--- src/rtl/memory_arbiter_rr.sv ---
// memory_arbiter_rr
// -----------------
// N-channel arbiter between cache-side requesters and a single RAM port.
// Arbitration is fixed-priority (lowest index wins) or round-robin. A grant
// can be held across several consecutive accesses through req_lock. The
// burst is capped at MAX_BURST accesses, after which the owner must
// re-arbitrate. A RAM ERROR response is reported to the owning channel.
//
// Ports:
//   CLK, nrst        clock, asynchronous active-low reset
//   req_ren/req_wen  per-channel read / write request
//   req_lock         per-channel: keep the grant after the current access
//   req_addr         per-channel address, channel i at [i*AW +: AW]
//   req_store        per-channel write data, channel i at [i*DW +: DW]
//   req_wait         per-channel: request pending and not completing now
//   req_err          per-channel: the completion this cycle carried ERROR
//   req_load         read data broadcast, valid for the completing channel
//   grant_valid      a channel owns the RAM port
//   grant_id         owning channel
//   ramaddr, ramstore, ramREN, ramWEN   driven to RAM from the owner
//   ramload, ramstate                   from RAM (0 FREE,1 BUSY,2 ACCESS,3 ERROR)

module memory_arbiter_rr #(
    parameter int NCH       = 3,
    parameter int AW        = 32,
    parameter int DW        = 32,
    parameter int RR_MODE   = 1,
    parameter int MAX_BURST = 8
) (
    input  logic                     CLK,
    input  logic                     nrst,
    input  logic [NCH-1:0]           req_ren,
    input  logic [NCH-1:0]           req_wen,
    input  logic [NCH-1:0]           req_lock,
    input  logic [NCH*AW-1:0]        req_addr,
    input  logic [NCH*DW-1:0]        req_store,
    output logic [NCH-1:0]           req_wait,
    output logic [NCH-1:0]           req_err,
    output logic [DW-1:0]            req_load,
    output logic                     grant_valid,
    output logic [$clog2(NCH)-1:0]   grant_id,
    output logic [AW-1:0]            ramaddr,
    output logic [DW-1:0]            ramstore,
    output logic                     ramREN,
    output logic                     ramWEN,
    input  logic [DW-1:0]            ramload,
    input  logic [1:0]               ramstate
);

    localparam int IW = $clog2(NCH);
    localparam int CW = $clog2(MAX_BURST + 1);

    localparam logic [IW:0]   NCH_W   = (IW+1)'(NCH);
    localparam logic [CW-1:0] MAXB_W  = CW'(MAX_BURST);
    localparam logic [IW-1:0] PTR_RST = IW'(NCH - 1);

    localparam logic [1:0] RS_FREE   = 2'd0;
    localparam logic [1:0] RS_BUSY   = 2'd1;
    localparam logic [1:0] RS_ACCESS = 2'd2;
    localparam logic [1:0] RS_ERROR  = 2'd3;

    typedef enum logic [0:0] {
        ST_IDLE    = 1'b0,
        ST_GRANTED = 1'b1
    } state_t;

    state_t          state_r, state_s;
    logic [IW-1:0]   grant_id_r, grant_id_s;
    logic            grant_valid_r, grant_valid_s;
    logic [IW-1:0]   ptr_r, ptr_s;
    logic [CW-1:0]   cnt_r, cnt_s;

    logic [NCH-1:0]  req_any_s;
    logic [NCH-1:0]  done_s;
    logic            done_any_s;
    logic            any_req_s;
    logic [IW-1:0]   winner_s;
    logic            found_s;
    logic [IW:0]     cand_s;
    logic [IW:0]     sum_s;

    logic            owner_ren_s;
    logic            owner_wen_s;
    logic            owner_lock_s;
    logic            owner_act_s;
    logic [AW-1:0]   owner_addr_s;
    logic [DW-1:0]   owner_store_s;
    logic            ram_ans_s;

    assign req_any_s = req_ren | req_wen;
    assign any_req_s = |req_any_s;

    // RAM has answered this cycle (data or error); BUSY and FREE both mean hold.
    assign ram_ans_s = (ramstate == RS_ACCESS) || (ramstate == RS_ERROR);

    // Pick the next owner: round-robin scan from ptr+1, or lowest index.
    always_comb begin
        winner_s = '0;
        found_s  = 1'b0;
        cand_s   = '0;
        sum_s    = '0;
        if (RR_MODE != 0) begin
            for (int k = 1; k <= NCH; k++) begin
                sum_s  = {1'b0, ptr_r} + (IW+1)'(k);
                cand_s = (sum_s >= NCH_W) ? (sum_s - NCH_W) : sum_s;
                if (!found_s && req_any_s[cand_s[IW-1:0]]) begin
                    found_s  = 1'b1;
                    winner_s = cand_s[IW-1:0];
                end else begin
                    winner_s = winner_s;
                end
            end
        end else begin
            // Scan downwards so the lowest requesting index is the last write.
            for (int i = NCH - 1; i >= 0; i--) begin
                if (req_any_s[i]) begin
                    winner_s = IW'(i);
                end else begin
                    winner_s = winner_s;
                end
            end
        end
    end

    // Select the owning channel's request signals.
    always_comb begin
        owner_ren_s   = 1'b0;
        owner_wen_s   = 1'b0;
        owner_lock_s  = 1'b0;
        owner_addr_s  = '0;
        owner_store_s = '0;
        for (int i = 0; i < NCH; i++) begin
            if (grant_id_r == IW'(i)) begin
                owner_ren_s   = req_ren[i];
                owner_wen_s   = req_wen[i];
                owner_lock_s  = req_lock[i];
                owner_addr_s  = req_addr[i*AW +: AW];
                owner_store_s = req_store[i*DW +: DW];
            end else begin
                owner_ren_s = owner_ren_s;
            end
        end
    end

    assign owner_act_s = owner_ren_s | owner_wen_s;

    // Completion strobe: only the owner, only while it still requests.
    always_comb begin
        done_s = '0;
        for (int i = 0; i < NCH; i++) begin
            done_s[i] = (state_r == ST_GRANTED) && (grant_id_r == IW'(i)) &&
                        owner_act_s && ram_ans_s;
        end
    end

    assign done_any_s = |done_s;

    assign req_wait    = req_any_s & ~done_s;
    assign req_err     = done_s & {NCH{ramstate == RS_ERROR}};
    assign req_load    = done_any_s ? ramload : '0;
    assign grant_valid = grant_valid_r;
    assign grant_id    = grant_id_r;

    // Drive the RAM port from the owner; a write wins over a simultaneous read.
    always_comb begin
        ramaddr  = '0;
        ramstore = '0;
        ramREN   = 1'b0;
        ramWEN   = 1'b0;
        if ((state_r == ST_GRANTED) && owner_act_s) begin
            ramaddr  = owner_addr_s;
            ramstore = owner_store_s;
            ramWEN   = owner_wen_s;
            ramREN   = owner_ren_s & ~owner_wen_s;
        end else begin
            ramREN   = 1'b0;
        end
    end

    // Next-state logic for grant ownership, burst count and RR pointer.
    always_comb begin
        state_s       = state_r;
        grant_id_s    = grant_id_r;
        grant_valid_s = grant_valid_r;
        ptr_s         = ptr_r;
        cnt_s         = cnt_r;
        case (state_r)
            ST_IDLE: begin
                if (any_req_s) begin
                    grant_id_s    = winner_s;
                    grant_valid_s = 1'b1;
                    state_s       = ST_GRANTED;
                end else begin
                    state_s       = ST_IDLE;
                end
            end
            ST_GRANTED: begin
                if (!owner_act_s) begin
                    // Abort: owner walked away; pointer is left untouched.
                    grant_valid_s = 1'b0;
                    cnt_s         = '0;
                    state_s       = ST_IDLE;
                end else if (done_any_s) begin
                    if (owner_lock_s && ((cnt_r + CW'(1)) < MAXB_W)) begin
                        cnt_s   = cnt_r + CW'(1);
                        state_s = ST_GRANTED;
                    end else begin
                        grant_valid_s = 1'b0;
                        cnt_s         = '0;
                        ptr_s         = grant_id_r;
                        state_s       = ST_IDLE;
                    end
                end else begin
                    state_s = ST_GRANTED;
                end
            end
            default: begin
                state_s       = ST_IDLE;
                grant_valid_s = 1'b0;
                cnt_s         = '0;
            end
        endcase
    end

    // State registers; reset leaves the pointer at NCH-1 so RR starts at 0.
    always_ff @(posedge CLK or negedge nrst) begin
        if (!nrst) begin
            state_r       <= ST_IDLE;
            grant_id_r    <= '0;
            grant_valid_r <= 1'b0;
            ptr_r         <= PTR_RST;
            cnt_r         <= '0;
        end else begin
            state_r       <= state_s;
            grant_id_r    <= grant_id_s;
            grant_valid_r <= grant_valid_s;
            ptr_r         <= ptr_s;
            cnt_r         <= cnt_s;
        end
    end

endmodule

--- config.mk ---
export PLATFORM = sky130hd
export DESIGN_NAME = memory_arbiter_rr
export DESIGN_NICKNAME = d
export VERILOG_FILES = /design/src/rtl/memory_arbiter_rr.sv
export SDC_FILE = /design/constraint.sdc
export NUM_CORES = 1
export LEC_CHECK = 0
export CELL_PAD_IN_SITES_DETAIL_PLACEMENT = 0
export CELL_PAD_IN_SITES_GLOBAL_PLACEMENT = 1
export CORE_MARGIN = 2
export CORE_UTILIZATION = 15
export DETAILED_ROUTE_END_ITERATION = 10
export MAX_ROUTING_LAYER = met4
export PLACE_DENSITY = 0.81
export SKIP_LAST_GASP = 1
export SYNTH_ARGS = -nofsm -noshare
export SYNTH_HDL_FRONTEND = slang
export SYNTH_SLANG_ARGS = --single-unit
--- constraint.sdc ---
create_clock -name CLK -period 2.3 [get_ports CLK]
set_input_delay 0.345 -clock CLK [delete_from_list [all_inputs] [get_ports CLK]]
set_output_delay 0.345 -clock CLK [all_outputs]
set_load 0.005 [all_outputs]
==> flow_summary.json, run 1 <==
{
  "p_clk_frac": 0.049,
  "min_period_ns": 2.500,
  "clock_skew_ns": 0.002184,
  "r2r-start": "grant_id[1]",
  "max_freq_ghz": 0.4000,
  "p_total_w": 0.006360,
  "wl_per_cell_um": 15.32,
  "critPathLaunchType": "input port",
  "critical_path_class": "input port to output pin",
  "placed_cells": 953,
  "crit_top_cell": "clkdlybuf4s50_1",
  "netlist_area_um2": 2574,
  "nets": 1002,
  "antenna_found_initial": 0,
  "syn-num-nets": 641,
  "die_area_um2": 18220,
  "grt_pass1_wl_mm": 20.69,
  "fin_area_um2": 6920,
  "p_sw_frac": 0.4227,
  "synthCells": 400,
  "yosys.area.top_type_share": 0.2567,
  "cts_buffers": 3,
  "maxCapViolations": 0,
  "chipHeight_um": 135.0,
  "period_share": 1.087,
  "antenna_left": 0,
  "row_count": 47,
  "clkSlewWorstSetupHoldPaths_ns": 0.04,
  "yosysMostFrequentCell": "nor2_1",
  "crit_family": "buffers and inverters",
  "p_seq_frac": 0.051,
  "arrival_ns": 2.15,
  "coreArea_um2": 16700,
  "slowest_delay_ns": 0.52,
  "grt_overflow": 0,
  "violations": "setup timing",
  "layout_setup_ws_ns": -0.1999,
  "start_util": 0.1541,
  "drt_iter0_drc": 120,
  "clk_path_buf_depth": 2,
  "antenna-diode-count": 0,
  "viasPerCell": 4.195,
  "via_count": 4111,
  "nFillCells": 1685,
  "power_density_nw_per_um2": 919.0,
  "syn2layout_area_growth_pct": 168.9,
  "drcViolationCount": 0,
  "cts_root_buffer": "clkbuf_16",
  "final_hold_viol_count": 0,
  "intPower_w": 0.003672,
  "synth_seq_area_share": 0.09772,
  "synth.distinct_cells": 37,
  "synth_area_leaders": "mux2i_1, nor2_1, a21oi_1, dfrtp_1, and2_1",
  "placed_area_um2": 6346,
  "synth_top_area_cell": "mux2i_1",
  "required_ns": 1.96,
  "synth_edf_count": 0,
  "setup_viol": 61,
  "portBuffers": 343,
  "crit_path_end_kind": "output pin",
  "crit_chain": "clkdlybuf4s50_1, mux2i_2, o2bb2ai_2, o21ba_2, buf_12, and2_1, clkdlybuf4s50_1",
  "gp_congestion": 0.7996,
  "cts_max_level": 1,
  "firstDrtPassIters": 4,
  "cts_tree": "yes",
  "tightest_slew_ns": 0.5056,
  "power_frac_comb": 0.900,
  "ys_top_cells_by_count": "nor2_1, a21oi_1, mux2i_1, and2_1, clkbuf_1",
  "hold_class": "input port to async pin",
  "dp_hpwl_mm": 11.21,
  "cp-startpoint": "req_wen[2]",
  "syn_area_per_cell_um2": 6.434,
  "leakage_nw": 3.558,
  "use_met1": 0.1684,
  "drv_slew": 0,
  "grt_max_degree": 44,
  "async_flop_share": 1.000,
  "grt_use_met2": 0.2645,
  "ys.flop_type": "dfrtp_1",
  "slew_headroom": 0.6619,
  "routed_wl_mm": 15.01,
  "synth_warnings": 0,
  "die_x_um": 135.0,
  "drive_gt1_frac": 0.1145,
  "outcome": "complete, but fails checks",
  "pin_count": 344,
  "rsz0062_at_grt": "true",
  "grt_pass1_vias": 4062,
  "hold_slack_ns": 0.4517,
  "synth_seq_cells": 10,
  "clock-sinks": 10,
  "switching_power_w": 0.002688,
  "use_met3": 0.02402,
  "clkLatencyLatePin_ns": 0.23,
  "post-route-util": 0.4144,
  "cp_max_fo": 39,
  "grt_usage": 0.1439,
  "slowest_stage": "clkdlybuf4s50_1",
  "busiest_layer": "met2",
  "ir_worst_vdd_uv": 470.7,
  "instances_no_fill": 980,
  "critPathBufInv": 3
}
[power by group through the flow]
stage / clock network [W] / logic, W / registers [W]
2_1_floorplan: 0 / 0.00244 / 0.000286
3_5_place_dp: 0 / 0.00495 / 0.000329
4_1_cts: 0.000317 / 0.00526 / 0.000326
6_report: 0.000310 / 0.00572 / 0.000325
3_3_place_gp: 0 / 0.00496 / 0.000327
5_1_grt: 0.000332 / 0.00620 / 0.000337
[path summary, 6_finish.rpt]
check	to	slack, ns	cells after the start
max	req_load[8]	-0.20	7
min	cnt_r[2]	0.45	1
max reg2reg	ptr_r[0]	0.19	7
min reg2reg	cnt_r[3]	0.50	1
max in group asynchronous	grant_id[1]	1.46	1
min in group CLK	cnt_r[3]	0.50	1
[per-layer routing]
metal	share of wire	vias to the layer above
li1	-	2070
met1	0.41	1829
met2	0.51	202
met3	0.074	10
met4	0.011	0
met5	0	-
[metrics by stage]
step,setup slack (ns),TNS (ns)
finish,-0.1999,-7.919
global placement,-0.2394,-16.95
global route,-0.2845,-13.60
floorplan,0.4430,0
detailed placement,-0.2732,-19.01
CTS,-0.2285,-16.72
[layout by cell type (no fill, tap or decap), types with 5 or more instances in the layout]
cell	count
nor2_2	8
a21oi_1	68
and2_1	34
dlygate4sd2_1	6
buf_12	8
buf_4	31
buf_6	5
mux2i_1	64
dfrtp_1	7
dlymetal6s2s_1	55
inv_1	6
nor2_1	122
clkdlybuf4s50_1	273
clkbuf_16	5
[area by class of cell]
cell class,count,area [um2],area share
timing repair buffer,392,4125,0.5961
multi-input combinational,348,2162,0.3124
tap,220,275.3,0.03978
sequential,10,256.5,0.03706
clock buffer,4,78.83,0.01139
inverter,6,22.52,0.003254
[state kept, by name (all words and copies together) (netlist names)]
name         flops
grant_id         2
ptr_r            2
cnt_r            4
grant_valid      1
state_r          1
[repair_timing]
item,in CTS,in global routing
buffers inserted,5,13
hold buffers,0,0
pin swaps,2,4
cloned,2,3
hold endpoints to repair,0,0
endpoints found under the setup margin,104,101
gates resized for setup,23,100
[cells by family after synthesis]
kind of cell	synth area share
AO/OA/AOI/OAI	0.1988
adder cells (fa/ha/maj)	0.01945
buffers and inverters	0.09042
flip-flops	0.09772
multiplexers	0.2742
AND/OR/NAND/NOR	0.3194
(Power assumes the default switching activity.)
==> run 2, diff against run 1 <==
--- a/config.mk
+++ b/config.mk
@@ -10,6 +10,7 @@
 export CORE_MARGIN = 2
 export CORE_UTILIZATION = 15
 export DETAILED_ROUTE_END_ITERATION = 10
+export GPL_TIMING_DRIVEN = 1
 export MAX_ROUTING_LAYER = met4
 export PLACE_DENSITY = 0.81
 export SKIP_LAST_GASP = 1
==> results of run 2 <==
The final DEF is identical to that of run 1; final timing and power are the same.
==> run 3, diff against run 2 <==
--- a/config.mk
+++ b/config.mk
@@ -7,8 +7,8 @@
 export LEC_CHECK = 0
 export CELL_PAD_IN_SITES_DETAIL_PLACEMENT = 0
 export CELL_PAD_IN_SITES_GLOBAL_PLACEMENT = 1
-export CORE_MARGIN = 2
 export CORE_UTILIZATION = 15
+export CTS_CLUSTER_DIAMETER = 120
 export DETAILED_ROUTE_END_ITERATION = 10
 export GPL_TIMING_DRIVEN = 1
 export MAX_ROUTING_LAYER = met4
==> run 3 against run 2 <==
Effect of this change: the run still ends with setup timing left; global-route usage up 1.0 points; power down 3.4%; via count up 0.34%; combinational power down 4.5%; sequential share of layout area about the same; clock power up 9.0%; non-clock buffer count up 3; utilization down 0.21 points; final cell count up 0.31%; first-iteration DRC count down 14%; setup slack worse by 0.039 ns; critical endpoint is now req_load[11].
==> flow_summary.json, run 3 (synthesized netlist as in run 1, its figures left out) <==
{
  "antenna-diode-count": 0,
  "cts_max_level": 1,
  "placed_area_um2": 6441,
  "power_density_nw_per_um2": 895.1,
  "regMostFlops": "cnt_r",
  "cp-startpoint": "grant_id[1]",
  "grt_pass1_vias": 3940,
  "nets": 1005,
  "die_area_um2": 17690,
  "cts_root_buffer": "clkbuf_16",
  "leakage_nw": 3.306,
  "final_hold_viol_count": 0,
  "arrival_ns": 2.19,
  "p_seq_frac": 0.056,
  "period_share": 1.104,
  "rsz0062_at_grt": "true",
  "clock-sinks": 10,
  "required_ns": 1.96,
  "portBuffers": 343,
  "dp_hpwl_mm": 11.38,
  "grt_pass1_wl_mm": 21.01,
  "violations": "setup timing",
  "multi_input_area_um2": 2148,
  "final_cell_mix": "clkdlybuf4s50_1, nor2_1, a21oi_1",
  "critPathLaunchType": "flop",
  "p_clk_frac": 0.055,
  "grt_usage": 0.1539,
  "firstDrtPassIters": 4,
  "pin_count": 344,
  "clk_path_buf_depth": 2,
  "via_count": 4125,
  "drive_gt1_frac": 0.1022,
  "r2r-start": "grant_id[1]",
  "critical_path_class": "flop to output pin",
  "hold_class": "input port to async pin",
  "cts_buffers": 3,
  "pre_cts_ws_ns": -0.2918,
  "max_freq_ghz": 0.3938,
  "p_sw_frac": 0.4181,
  "ir_worst_vdd_uv": 527.3,
  "slew_headroom": 0.6819,
  "viasPerCell": 4.196,
  "layout_setup_ws_ns": -0.2393,
  "routed_wl_mm": 14.80,
  "cp_max_fo": 18,
  "crit_path_end_kind": "output pin",
  "power_frac_comb": 0.889,
  "maxCapViolations": 0,
  "die_x_um": 133.0,
  "critPathBufInv": 2,
  "ctsHoldBuffers": 0,
  "largest_reg_flops": 4,
  "layout_commonest_cell": "clkdlybuf4s50_1",
  "switching_power_w": 0.002567,
  "slowest_stage": "dfrtp_4",
  "coreArea_um2": 16640,
  "min_period_ns": 2.539,
  "tightest_slew_ns": 0.4757,
  "nFillCells": 1675,
  "outcome": "complete, but fails checks",
  "grt_max_degree": 70,
  "clkLatencyLatePin_ns": 0.23,
  "cts_tree": "yes",
  "antenna_found_initial": 0,
  "drt_iter0_drc": 103,
  "clock_skew_ns": 0.001064,
  "crit_family": "buffers and inverters",
  "seq_area_um2": 256.5,
  "syn2layout_area_growth_pct": 166.6,
  "drv_slew": 0,
  "fin_area_um2": 6860,
  "drcViolationCount": 0,
  "gp_congestion": 0.8339,
  "grt_overflow": 0,
  "tns_ns": -9.976,
  "start_util": 0.1547,
  "chipHeight_um": 133.0,
  "intPower_w": 0.003573,
  "setup_viol": 59,
  "row_count": 47,
  "clkSlewWorstSetupHoldPaths_ns": 0.04,
  "slowest_delay_ns": 0.51,
  "wl_per_cell_um": 15.06,
  "antenna_left": 0,
  "crit_chain": "nor2b_4, o2bb2ai_2, o21ba_4, clkbuf_16, and2_1, clkdlybuf4s50_1"
}
## run 3: cell count changes in the layout (fill, tap and decap cells not counted), sizes merged
cell / change
dlymetal6s2s: -20
dlygate4sd2: +19
clkbuf: -1
bufbuf: -1
clkdlybuf4s15: +1
clkdlybuf4s50: +6
buf: -1
## run 3: layer usage
metal / GRT usage / up-vias / share of wire
li1: - / 2078 / -
met1: 0.1737 / 1832 / 0.40
met2: 0.2882 / 205 / 0.52
met3: 0.02146 / 10 / 0.072
met4: 0.02490 / 0 / 0.010
met5: - / - / 0
## run 3: metrics by stage
stage / utilization / std cells / hold WS, ns / power (W)
final: 0.4122 / 983 / 0.4413 / 0.006140
after global placement: 0.3870 / 964 / 0.4929 / 0.005519
after global routing: 0.4122 / 983 / 0.4859 / 0.006637
after detailed placement: 0.3870 / 964 / 0.4995 / 0.005490
after floorplan: - / 400 / 0.04941 / 0.002725
after CTS: 0.3978 / 973 / 0.4652 / 0.005945
## run 3: area by class of cell
cell class,count,area share
clock buffers,4,0.01295
inverters,6,0.003283
multi-input cells,348,0.3131
flip-flops and latches,10,0.03739
well taps,220,0.04012
repair buffers,395,0.5931
## run 3: power groups by stage
| stage | clock network, W | logic, W | registers, W |
|---|---|---|---|
| 3_3_place_gp | 0 | 0.00518 | 0.000340 |
| 2_1_floorplan | 0 | 0.00244 | 0.000286 |
| 4_1_cts | 0.000344 | 0.00526 | 0.000341 |
| 5_1_grt | 0.000361 | 0.00592 | 0.000358 |
| 6_report | 0.000338 | 0.00546 | 0.000345 |
| 3_5_place_dp | 0 | 0.00515 | 0.000341 |
## run 3: worst paths after layout
check | slack [ns] | endpoint | cells past startpoint
worst max-delay path | -0.24 | req_load[11] | 6
worst min-delay path | 0.44 | grant_id[1] | 1
worst max register to register | 0.27 | ptr_r[0] | 7
worst min register to register | 0.50 | cnt_r[3] | 1
max in group asynchronous | 1.50 | grant_id[1] | 1
min in group CLK | 0.50 | cnt_r[3] | 1
## run 3: what timing repair did
item / CTS / global route
gates cloned: 2 / 2
pin swaps: 2 / 2
resized for setup: 40 / 52
setup buffers: 3 / 8
endpoints found under the setup margin: 104 / 88
